===== src/rtl/jtkiwi_gfxrom_pkg.sv =====
// Shared definitions for the Kiwi graphics ROM bridge: FSM state encoding,
// client identifiers, cache tag width and a saturating counter helper.
package jtkiwi_gfxrom_pkg;

  localparam int TAGW = 18;

  typedef enum logic [1:0] {
    ST_IDLE = 2'd0,
    ST_REQ  = 2'd1,
    ST_WAIT = 2'd2,
    ST_FILL = 2'd3
  } state_t;

  typedef enum logic {
    CL_SCR = 1'b0,
    CL_OBJ = 1'b1
  } client_t;

  // Increment that sticks at all-ones instead of wrapping to zero.
  function automatic logic [15:0] sat_inc16(input logic [15:0] v);
    return (v == 16'hFFFF) ? v : v + 16'd1;
  endfunction

endpackage


===== src/rtl/jtkiwi_gfxrom_bridge_if.sv =====
// Bus bundle between the Kiwi gfx block, the ROM bridge and the SDRAM
// controller. The bridge uses the slave view (it answers the scr/obj fetch
// ports and issues SDRAM reads); the surrounding system uses the master view.
interface jtkiwi_gfxrom_bridge_if #(
  parameter int AW = 22
);

  logic [17:0]   scr_addr;
  logic          scr_cs;
  logic          scr_ok;
  logic [31:0]   scr_data;

  logic [17:0]   obj_addr;
  logic          obj_cs;
  logic          obj_ok;
  logic [31:0]   obj_data;

  logic          sdram_req;
  logic [AW-1:0] sdram_addr;
  logic          sdram_ack;
  logic          sdram_dok;
  logic [31:0]   sdram_din;

  modport slave (
    input  scr_addr, scr_cs, obj_addr, obj_cs,
    input  sdram_ack, sdram_dok, sdram_din,
    output scr_ok, scr_data, obj_ok, obj_data,
    output sdram_req, sdram_addr
  );

  modport master (
    output scr_addr, scr_cs, obj_addr, obj_cs,
    output sdram_ack, sdram_dok, sdram_din,
    input  scr_ok, scr_data, obj_ok, obj_data,
    input  sdram_req, sdram_addr
  );

endinterface


===== src/rtl/jtkiwi_gfxrom_cache.sv =====
// One-entry read cache for a single fetch client. Holds tag/data/valid,
// reports a combinational hit to the arbiter and presents a registered
// ok/data pair to the client.
module jtkiwi_gfxrom_cache
  import jtkiwi_gfxrom_pkg::*;
(
  input  logic            clk,
  input  logic            rst,
  input  logic            cs,
  input  logic [TAGW-1:0] addr,
  input  logic            inv,
  input  logic            fill,
  input  logic [TAGW-1:0] fill_tag,
  input  logic [31:0]     fill_data,
  output logic            hit,
  output logic            ok,
  output logic [31:0]     data
);

  logic [TAGW-1:0] tag;
  logic [31:0]     word;
  logic            valid;

  // Hit when the client is requesting and the stored line matches its address.
  always_comb begin
    hit = cs & valid & (addr == tag);
  end

  // Line storage: written by the bridge on a fill, cleared by reset/invalidate.
  always_ff @(posedge clk) begin
    if (rst) begin
      tag   <= '0;
      word  <= 32'd0;
      valid <= 1'b0;
    end else if (inv) begin
      valid <= 1'b0;
    end else if (fill) begin
      tag   <= fill_tag;
      word  <= fill_data;
      valid <= 1'b1;
    end else begin
      valid <= valid;
    end
  end

  // Client outputs: ok follows the hit one cycle later; data only moves on a hit.
  always_ff @(posedge clk) begin
    if (rst) begin
      ok   <= 1'b0;
      data <= 32'd0;
    end else begin
      ok <= hit;
      if (hit) begin
        data <= word;
      end else begin
        data <= data;
      end
    end
  end

endmodule


===== src/rtl/jtkiwi_gfxrom_bridge.sv =====
// Kiwi graphics ROM bridge. Each of the scroll and object fetch clients has a
// one-entry cache; misses are arbitrated round-robin onto a single SDRAM read
// port with at most one transaction outstanding. The client address gets a
// per-client word offset (wrapping modulo 2^AW) to form the SDRAM address.
// Optional build macro JTKIWI_GFXROM_STATS_EN adds per-client saturating
// miss counters (scr_miss_cnt, obj_miss_cnt).
module jtkiwi_gfxrom_bridge
  import jtkiwi_gfxrom_pkg::*;
#(
  parameter int            AW         = 22,
  parameter logic [AW-1:0] SCR_OFFSET = 22'h00000,
  parameter logic [AW-1:0] OBJ_OFFSET = 22'h40000
) (
  input  logic                   clk,
  input  logic                   rst,
  jtkiwi_gfxrom_bridge_if.slave  bus
`ifdef JTKIWI_GFXROM_STATS_EN
  ,
  output logic [15:0]            scr_miss_cnt,
  output logic [15:0]            obj_miss_cnt
`endif
);

  state_t          state;
  client_t         sel;
  client_t         rr;
  client_t         pick;
  logic [TAGW-1:0] req_tag;
  logic [31:0]     req_data;
  logic            sdram_req;
  logic [AW-1:0]   sdram_addr;

  logic            scr_hit;
  logic            obj_hit;
  logic            scr_ok;
  logic            obj_ok;
  logic [31:0]     scr_data;
  logic [31:0]     obj_data;
  logic            scr_pend;
  logic            obj_pend;
  logic            any_pend;
  logic            fill_scr;
  logic            fill_obj;
  logic [TAGW-1:0] pick_addr;
  logic [AW-1:0]   pick_off;

  // Client word address plus bank offset, truncated to the SDRAM width.
  function automatic logic [AW-1:0] word_addr(input logic [TAGW-1:0] a,
                                              input logic [AW-1:0]   off);
    return AW'(a) + off;
  endfunction

  assign fill_scr = (state == ST_FILL) & (sel == CL_SCR);
  assign fill_obj = (state == ST_FILL) & (sel == CL_OBJ);

  jtkiwi_gfxrom_cache u_scr_cache (
    .clk       (clk),
    .rst       (rst),
    .cs        (bus.scr_cs),
    .addr      (bus.scr_addr),
    .inv       (1'b0),
    .fill      (fill_scr),
    .fill_tag  (req_tag),
    .fill_data (req_data),
    .hit       (scr_hit),
    .ok        (scr_ok),
    .data      (scr_data)
  );

  jtkiwi_gfxrom_cache u_obj_cache (
    .clk       (clk),
    .rst       (rst),
    .cs        (bus.obj_cs),
    .addr      (bus.obj_addr),
    .inv       (1'b0),
    .fill      (fill_obj),
    .fill_tag  (req_tag),
    .fill_data (req_data),
    .hit       (obj_hit),
    .ok        (obj_ok),
    .data      (obj_data)
  );

  assign bus.scr_ok     = scr_ok;
  assign bus.scr_data   = scr_data;
  assign bus.obj_ok     = obj_ok;
  assign bus.obj_data   = obj_data;
  assign bus.sdram_req  = sdram_req;
  assign bus.sdram_addr = sdram_addr;

  // Pending misses and round-robin choice; rr names the client preferred on a tie.
  always_comb begin
    scr_pend  = bus.scr_cs & ~scr_hit & ~((state != ST_IDLE) & (sel == CL_SCR));
    obj_pend  = bus.obj_cs & ~obj_hit & ~((state != ST_IDLE) & (sel == CL_OBJ));
    any_pend  = scr_pend | obj_pend;
    pick      = CL_SCR;
    if (scr_pend && obj_pend) begin
      pick = rr;
    end else if (obj_pend) begin
      pick = CL_OBJ;
    end else begin
      pick = CL_SCR;
    end
    if (pick == CL_OBJ) begin
      pick_addr = bus.obj_addr;
      pick_off  = OBJ_OFFSET;
    end else begin
      pick_addr = bus.scr_addr;
      pick_off  = SCR_OFFSET;
    end
  end

  // Miss service FSM: issue the SDRAM read, wait for data, fill the chosen cache.
  always_ff @(posedge clk) begin
    if (rst) begin
      state      <= ST_IDLE;
      sel        <= CL_SCR;
      rr         <= CL_SCR;
      req_tag    <= '0;
      req_data   <= 32'd0;
      sdram_req  <= 1'b0;
      sdram_addr <= '0;
    end else begin
      case (state)
        ST_IDLE: begin
          if (any_pend) begin
            sel        <= pick;
            req_tag    <= pick_addr;
            sdram_addr <= word_addr(pick_addr, pick_off);
            sdram_req  <= 1'b1;
            state      <= ST_REQ;
          end
        end
        ST_REQ: begin
          if (bus.sdram_ack) begin
            sdram_req <= 1'b0;
            // Data may arrive together with the acknowledge.
            if (bus.sdram_dok) begin
              req_data <= bus.sdram_din;
              state    <= ST_FILL;
            end else begin
              state    <= ST_WAIT;
            end
          end
        end
        ST_WAIT: begin
          if (bus.sdram_dok) begin
            req_data <= bus.sdram_din;
            state    <= ST_FILL;
          end
        end
        ST_FILL: begin
          // Next tie goes to the client that was not just served.
          rr    <= (sel == CL_SCR) ? CL_OBJ : CL_SCR;
          state <= ST_IDLE;
        end
        default: begin
          sdram_req <= 1'b0;
          state     <= ST_IDLE;
        end
      endcase
    end
  end

`ifdef JTKIWI_GFXROM_STATS_EN
  // Per-client miss counters, bumped once per completed fill.
  always_ff @(posedge clk) begin
    if (rst) begin
      scr_miss_cnt <= 16'd0;
      obj_miss_cnt <= 16'd0;
    end else if (fill_scr) begin
      scr_miss_cnt <= sat_inc16(scr_miss_cnt);
    end else if (fill_obj) begin
      obj_miss_cnt <= sat_inc16(obj_miss_cnt);
    end else begin
      scr_miss_cnt <= scr_miss_cnt;
    end
  end
`endif

endmodule


===== src/flat_wrapper.sv =====
// flat-port wrapper written by rule: the top's interface ports become plain ports
module jtkiwi_gfxrom_bridge_flat import jtkiwi_gfxrom_pkg::*;
#(
  parameter int            AW         = 22,
  parameter logic [AW-1:0] SCR_OFFSET = 22'h00000,
  parameter logic [AW-1:0] OBJ_OFFSET = 22'h40000
)
  (clk, rst, bus_scr_addr, bus_scr_cs, bus_obj_addr, bus_obj_cs, bus_sdram_ack, bus_sdram_dok, bus_sdram_din, bus_scr_ok, bus_scr_data, bus_obj_ok, bus_obj_data, bus_sdram_req, bus_sdram_addr);
  jtkiwi_gfxrom_bridge_if #(.AW(AW)) bus_i ();
  input  logic clk;
  input  logic rst;
  input wire logic [$bits(bus_i.scr_addr)-1:0] bus_scr_addr;
  input wire logic [$bits(bus_i.scr_cs)-1:0] bus_scr_cs;
  input wire logic [$bits(bus_i.obj_addr)-1:0] bus_obj_addr;
  input wire logic [$bits(bus_i.obj_cs)-1:0] bus_obj_cs;
  input wire logic [$bits(bus_i.sdram_ack)-1:0] bus_sdram_ack;
  input wire logic [$bits(bus_i.sdram_dok)-1:0] bus_sdram_dok;
  input wire logic [$bits(bus_i.sdram_din)-1:0] bus_sdram_din;
  output wire logic [$bits(bus_i.scr_ok)-1:0] bus_scr_ok;
  output wire logic [$bits(bus_i.scr_data)-1:0] bus_scr_data;
  output wire logic [$bits(bus_i.obj_ok)-1:0] bus_obj_ok;
  output wire logic [$bits(bus_i.obj_data)-1:0] bus_obj_data;
  output wire logic [$bits(bus_i.sdram_req)-1:0] bus_sdram_req;
  output wire logic [$bits(bus_i.sdram_addr)-1:0] bus_sdram_addr;
  assign bus_i.scr_addr = bus_scr_addr;
  assign bus_i.scr_cs = bus_scr_cs;
  assign bus_i.obj_addr = bus_obj_addr;
  assign bus_i.obj_cs = bus_obj_cs;
  assign bus_i.sdram_ack = bus_sdram_ack;
  assign bus_i.sdram_dok = bus_sdram_dok;
  assign bus_i.sdram_din = bus_sdram_din;
  assign bus_scr_ok = bus_i.scr_ok;
  assign bus_scr_data = bus_i.scr_data;
  assign bus_obj_ok = bus_i.obj_ok;
  assign bus_obj_data = bus_i.obj_data;
  assign bus_sdram_req = bus_i.sdram_req;
  assign bus_sdram_addr = bus_i.sdram_addr;
  jtkiwi_gfxrom_bridge #(.AW(AW), .SCR_OFFSET(SCR_OFFSET), .OBJ_OFFSET(OBJ_OFFSET)) u_core (.clk(clk), .rst(rst), .bus(bus_i));
endmodule

===== config.mk =====
export PLATFORM = sky130hd
export DESIGN_NAME = jtkiwi_gfxrom_bridge_flat
export DESIGN_NICKNAME = d
export VERILOG_FILES = /design/src/rtl/jtkiwi_gfxrom_pkg.sv /design/src/rtl/jtkiwi_gfxrom_bridge_if.sv /design/src/rtl/jtkiwi_gfxrom_cache.sv /design/src/rtl/jtkiwi_gfxrom_bridge.sv /design/src/flat_wrapper.sv
export SDC_FILE = /design/constraint.sdc
export NUM_CORES = 1
export LEC_CHECK = 0
export CAP_MARGIN = 0
export CORE_ASPECT_RATIO = 0.9
export CORE_UTILIZATION = 46
export CTS_CLUSTER_SIZE = 12
export DETAILED_ROUTE_END_ITERATION = 7
export HOLD_SLACK_MARGIN = 0.12
export PLACE_DENSITY = 0.74
export SLEW_MARGIN = 20
export SYNTH_ARGS = -nofsm -noshare
export SYNTH_HDL_FRONTEND = slang
export SYNTH_SLANG_ARGS = --single-unit

===== constraint.sdc =====
create_clock -name clk -period 6.4 [get_ports clk]
set_input_delay 1.28 -clock clk [delete_from_list [all_inputs] [get_ports clk]]
set_output_delay 1.28 -clock clk [all_outputs]
set_load 0.02 [all_outputs]

==> flow_metrics.py <==
metrics = {
    "run_status": {
        "outcome": "completed",
    },
    "logic_synthesis": {
        "synth_edf_count": 0,
        "netlist_instances": 1089,
        "synth_cell_type_count": 37,
        "synth_area_um2": 8590,
        "synth_ff_type": "dfxtp_1",
        "syn_area_per_cell_um2": 7.89,
        "ys_ff_latch": 223,
        "synthArstFlopShare": 0,
        "yosys_warnings": 0,
        "yosysSeqAreaShare": 0.520,
    },
    "detailed_routing": {
        "vias": 7774,
        "routed_wl_um": 23300,
        "antenna_left": 0,
        "drcViolationCount": 0,
        "wire_per_inst_um": 16.0,
        "drt-initial-drc-count": 478,
        "vias_per_cell": 5.32,
        "drt_pass1_iterations": 5,
    },
    "setup_path": {
        "worst-endpoint-required_ns": 6.81,
        "crit_path_max_fanout": 37,
        "cpPeakStageDelay_ns": 0.58,
        "endpoint_kind": "flip-flop",
        "crit_family": "simple AND/OR/NAND/NOR gates",
        "path_buf_inv": 1,
        "arrival_ns": 4.27,
        "slowest_stage": "or4_1",
        "crit_chain": "clkdlybuf4s50_1 > xor2_1 > or4_1 > or4_4 > o2111a_2 > or3b_2 > a311oi_1",
        "crit_type": "in2reg",
        "worstSetupStartpointType": "input port",
    },
    "sta": {
        "whs_ns": 0.448,
        "timing.final.ws_setup_ns": 2.54,
        "rsz0062_at_grt": "no",
        "fin_setup_tns_ns": 0,
        "finalSetupViolations": 0,
        "clock.fmax_mhz": 259,
        "finClkSkew_ns": 0.0182,
        "maxSlewViolCount": 0,
        "hold_viol_final": 0,
        "period_minus_slack_ns": 3.87,
        "slew_headroom": 0.282,
        "worst_pin_slew_ns": 1.07,
        "finalCritPeriodShare": 0.604,
    },
    "cts": {
        "clkSinkCount": 223,
        "cts.repair.resized": 0,
        "cts_hold_buf": 0,
        "cts_buffers": 24,
        "clk_path_buf_depth": 3,
        "h-tree-depth": 1,
        "cts_tree": "done",
        "root_buffer": "clkbuf_16",
        "clk_pin_slew_worst_paths_ns": 0.05,
        "postCtsSetupRepairBufs": 0,
        "clock_latency_ns": 0.51,
    },
    "global_routing": {
        "overflow": 0,
        "grt_usage": 0.242,
        "grt_max_degree": 159,
        "antenna_found_initial": 0,
        "grt_pass1_wl_um": 37700,
        "grt_pass1_vias": 7346,
    },
    "pwr": {
        "total_leakage_power_nw": 3.70,
        "vdd_drop_max_mv": 0.197,
        "powerDensity_nw_per_um2": 320,
        "fin_total_pwr_mw": 3.52,
    },
    "final_layout": {
        "final_common_cell": "nand2_1",
        "diodes": 0,
        "final_cell_mix": "nand2_1, dfxtp_1, a21oi_1, clkdlybuf4s50_1, xor2_1",
        "drive_gt1_frac": 0.0444,
        "nets": 1279,
        "fill_cells": 1684,
        "area_delta_synth_final_pct": 28.1,
    },
    "floorplanning": {
        "dieWidth_um": 146,
        "core_um2": 18300,
        "boundaryPins": 163,
        "die_area_um2": 19200,
        "start_util": 0.468,
        "dieHeight_um": 132,
        "row_count": 47,
    },
    "placed_design": {
        "place_ws_ns": 2.04,
        "gp_congestion": 0.917,
        "io_buffers": 159,
        "hpwlAfterDp_um": 15100,
    },
    "run": {
        "cap_violations": 0,
    },
    "worst_hold_path": {
        "hold_path.class": "reg2reg",
    },
}
-- registers in the layout, indices dropped and copies added, names as in the netlist --
register                  count
u_core.bus.sdram_req          1
u_core.req_tag               17
u_core.u_obj_cache.word      32
u_core.req_data              32
u_core.u_scr_cache.ok         1
u_core.rr                     1
u_core.u_obj_cache.ok         1
u_core.u_obj_cache.data      32
u_core.state                  2
u_core.u_scr_cache.tag       18
u_core.u_scr_cache.word      32
u_core.u_scr_cache.data      32
u_core.bus.sdram_addr         2
u_core.u_obj_cache.tag       18
u_core.u_scr_cache.valid      1
u_core.u_obj_cache.valid      1
-- synth_stat cells, types with 2 or more instances --
| cell | n | share of area |
|---|---|---|
| buf_6 | 2 | 0.0026 |
| nand2_1 | 402 | 0.18 |
| dfxtp_1 | 223 | 0.52 |
| and3_1 | 2 | 0.0015 |
| nor2_1 | 9 | 0.0039 |
| or4_1 | 4 | 0.0035 |
| or3b_2 | 2 | 0.0020 |
| or3b_1 | 16 | 0.016 |
| a311oi_1 | 18 | 0.018 |
| a21oi_1 | 202 | 0.12 |
| inv_1 | 7 | 0.0031 |
| buf_1 | 8 | 0.0035 |
| ha_1 | 4 | 0.0058 |
| nand2b_1 | 2 | 0.0015 |
| nor3_1 | 24 | 0.014 |
| buf_4 | 4 | 0.0035 |
| xor2_1 | 36 | 0.037 |
| or3_1 | 4 | 0.0029 |
| clkbuf_1 | 68 | 0.030 |
| and2_1 | 3 | 0.0022 |
| o21ai_0 | 21 | 0.012 |
| and4_1 | 2 | 0.0020 |
| nor4_1 | 12 | 0.0087 |
-- final timing paths --
| path | slack [ns] | endpoint | startpoint | cells past startpoint |
|---|---|---|---|---|
| max | 2.54 | u_core.req_tag[4]$_SDFFE_PP0P_ | bus_scr_addr[14] | 7 |
| min | 0.45 | u_core.u_obj_cache.data[4]$_SDFFE_PP0P_ | u_core.u_obj_cache.data[4]$_SDFFE_PP0P_ | 2 |
| max reg2reg | 3.42 | u_core.req_tag[4]$_SDFFE_PP0P_ | u_core.u_scr_cache.tag[14]$_SDFFE_PP0P_ | 6 |
| min reg2reg | 0.45 | u_core.u_obj_cache.data[4]$_SDFFE_PP0P_ | u_core.u_obj_cache.data[4]$_SDFFE_PP0P_ | 2 |
-- metal layers --
layer / track usage / vias up / part of all wire
li1: - / 3834 / -
met1: 0.327 / 3649 / 0.45
met2: 0.397 / 249 / 0.47
met3: 0.0410 / 42 / 0.063
met4: 0.0706 / 0 / 0.023
met5: 0 / - / 0
-- area by class of cell --
cell class              count  area [µm²]  area share
clock inverters             4        47.5     0.00432
flip-flops and latches    223        4460       0.406
clock buffers              36         697      0.0633
well taps                 245         307      0.0279
multi-input cells         779        3820       0.347
repair buffers            166        1650       0.150
inverters                   7        26.3     0.00239
-- worst min-delay path: cells and delay by family (launching register included) --
| family | cells | cell delay [ns] |
|---|---|---|
| flip-flops | 1 | 0.30 |
| AND/OR/NAND/NOR | 1 | 0.05 |
| AO/OA/AOI/OAI | 1 | 0.05 |
-- power breakdown --
group          internal, mW  leakage [nW]  switching, mW
Sequential             1.49          1.80          0.100
Combinational         0.244          1.53          0.379
Clock                 0.786         0.361          0.526
-- stage by stage --
| stage | instance area [µm²] | util | std cells |
|---|---|---|---|
| 2_1_floorplan | 8600 | - | 1091 |
| 3_3_place_gp | 10200 | 0.558 | 1420 |
| 3_5_place_dp | 10200 | 0.559 | 1420 |
| 4_1_cts | 11000 | 0.599 | 1460 |
| 5_1_grt | 11000 | 0.600 | 1460 |
| 6_report | 11000 | 0.600 | 1460 |
-- logic make-up after synthesis --
logic type | after synthesis | share of synthesized area
compound gates | 248 | 0.155
xor+xnor | 36 | 0.0367
fa+ha+maj | 4 | 0.00583
buf+inv | 89 | 0.0424
flops | 223 | 0.520
mux | 1 | 0.00117
other cells | 1 | 0.000437
simple gates | 487 | 0.239
(Power assumes the default switching activity.)
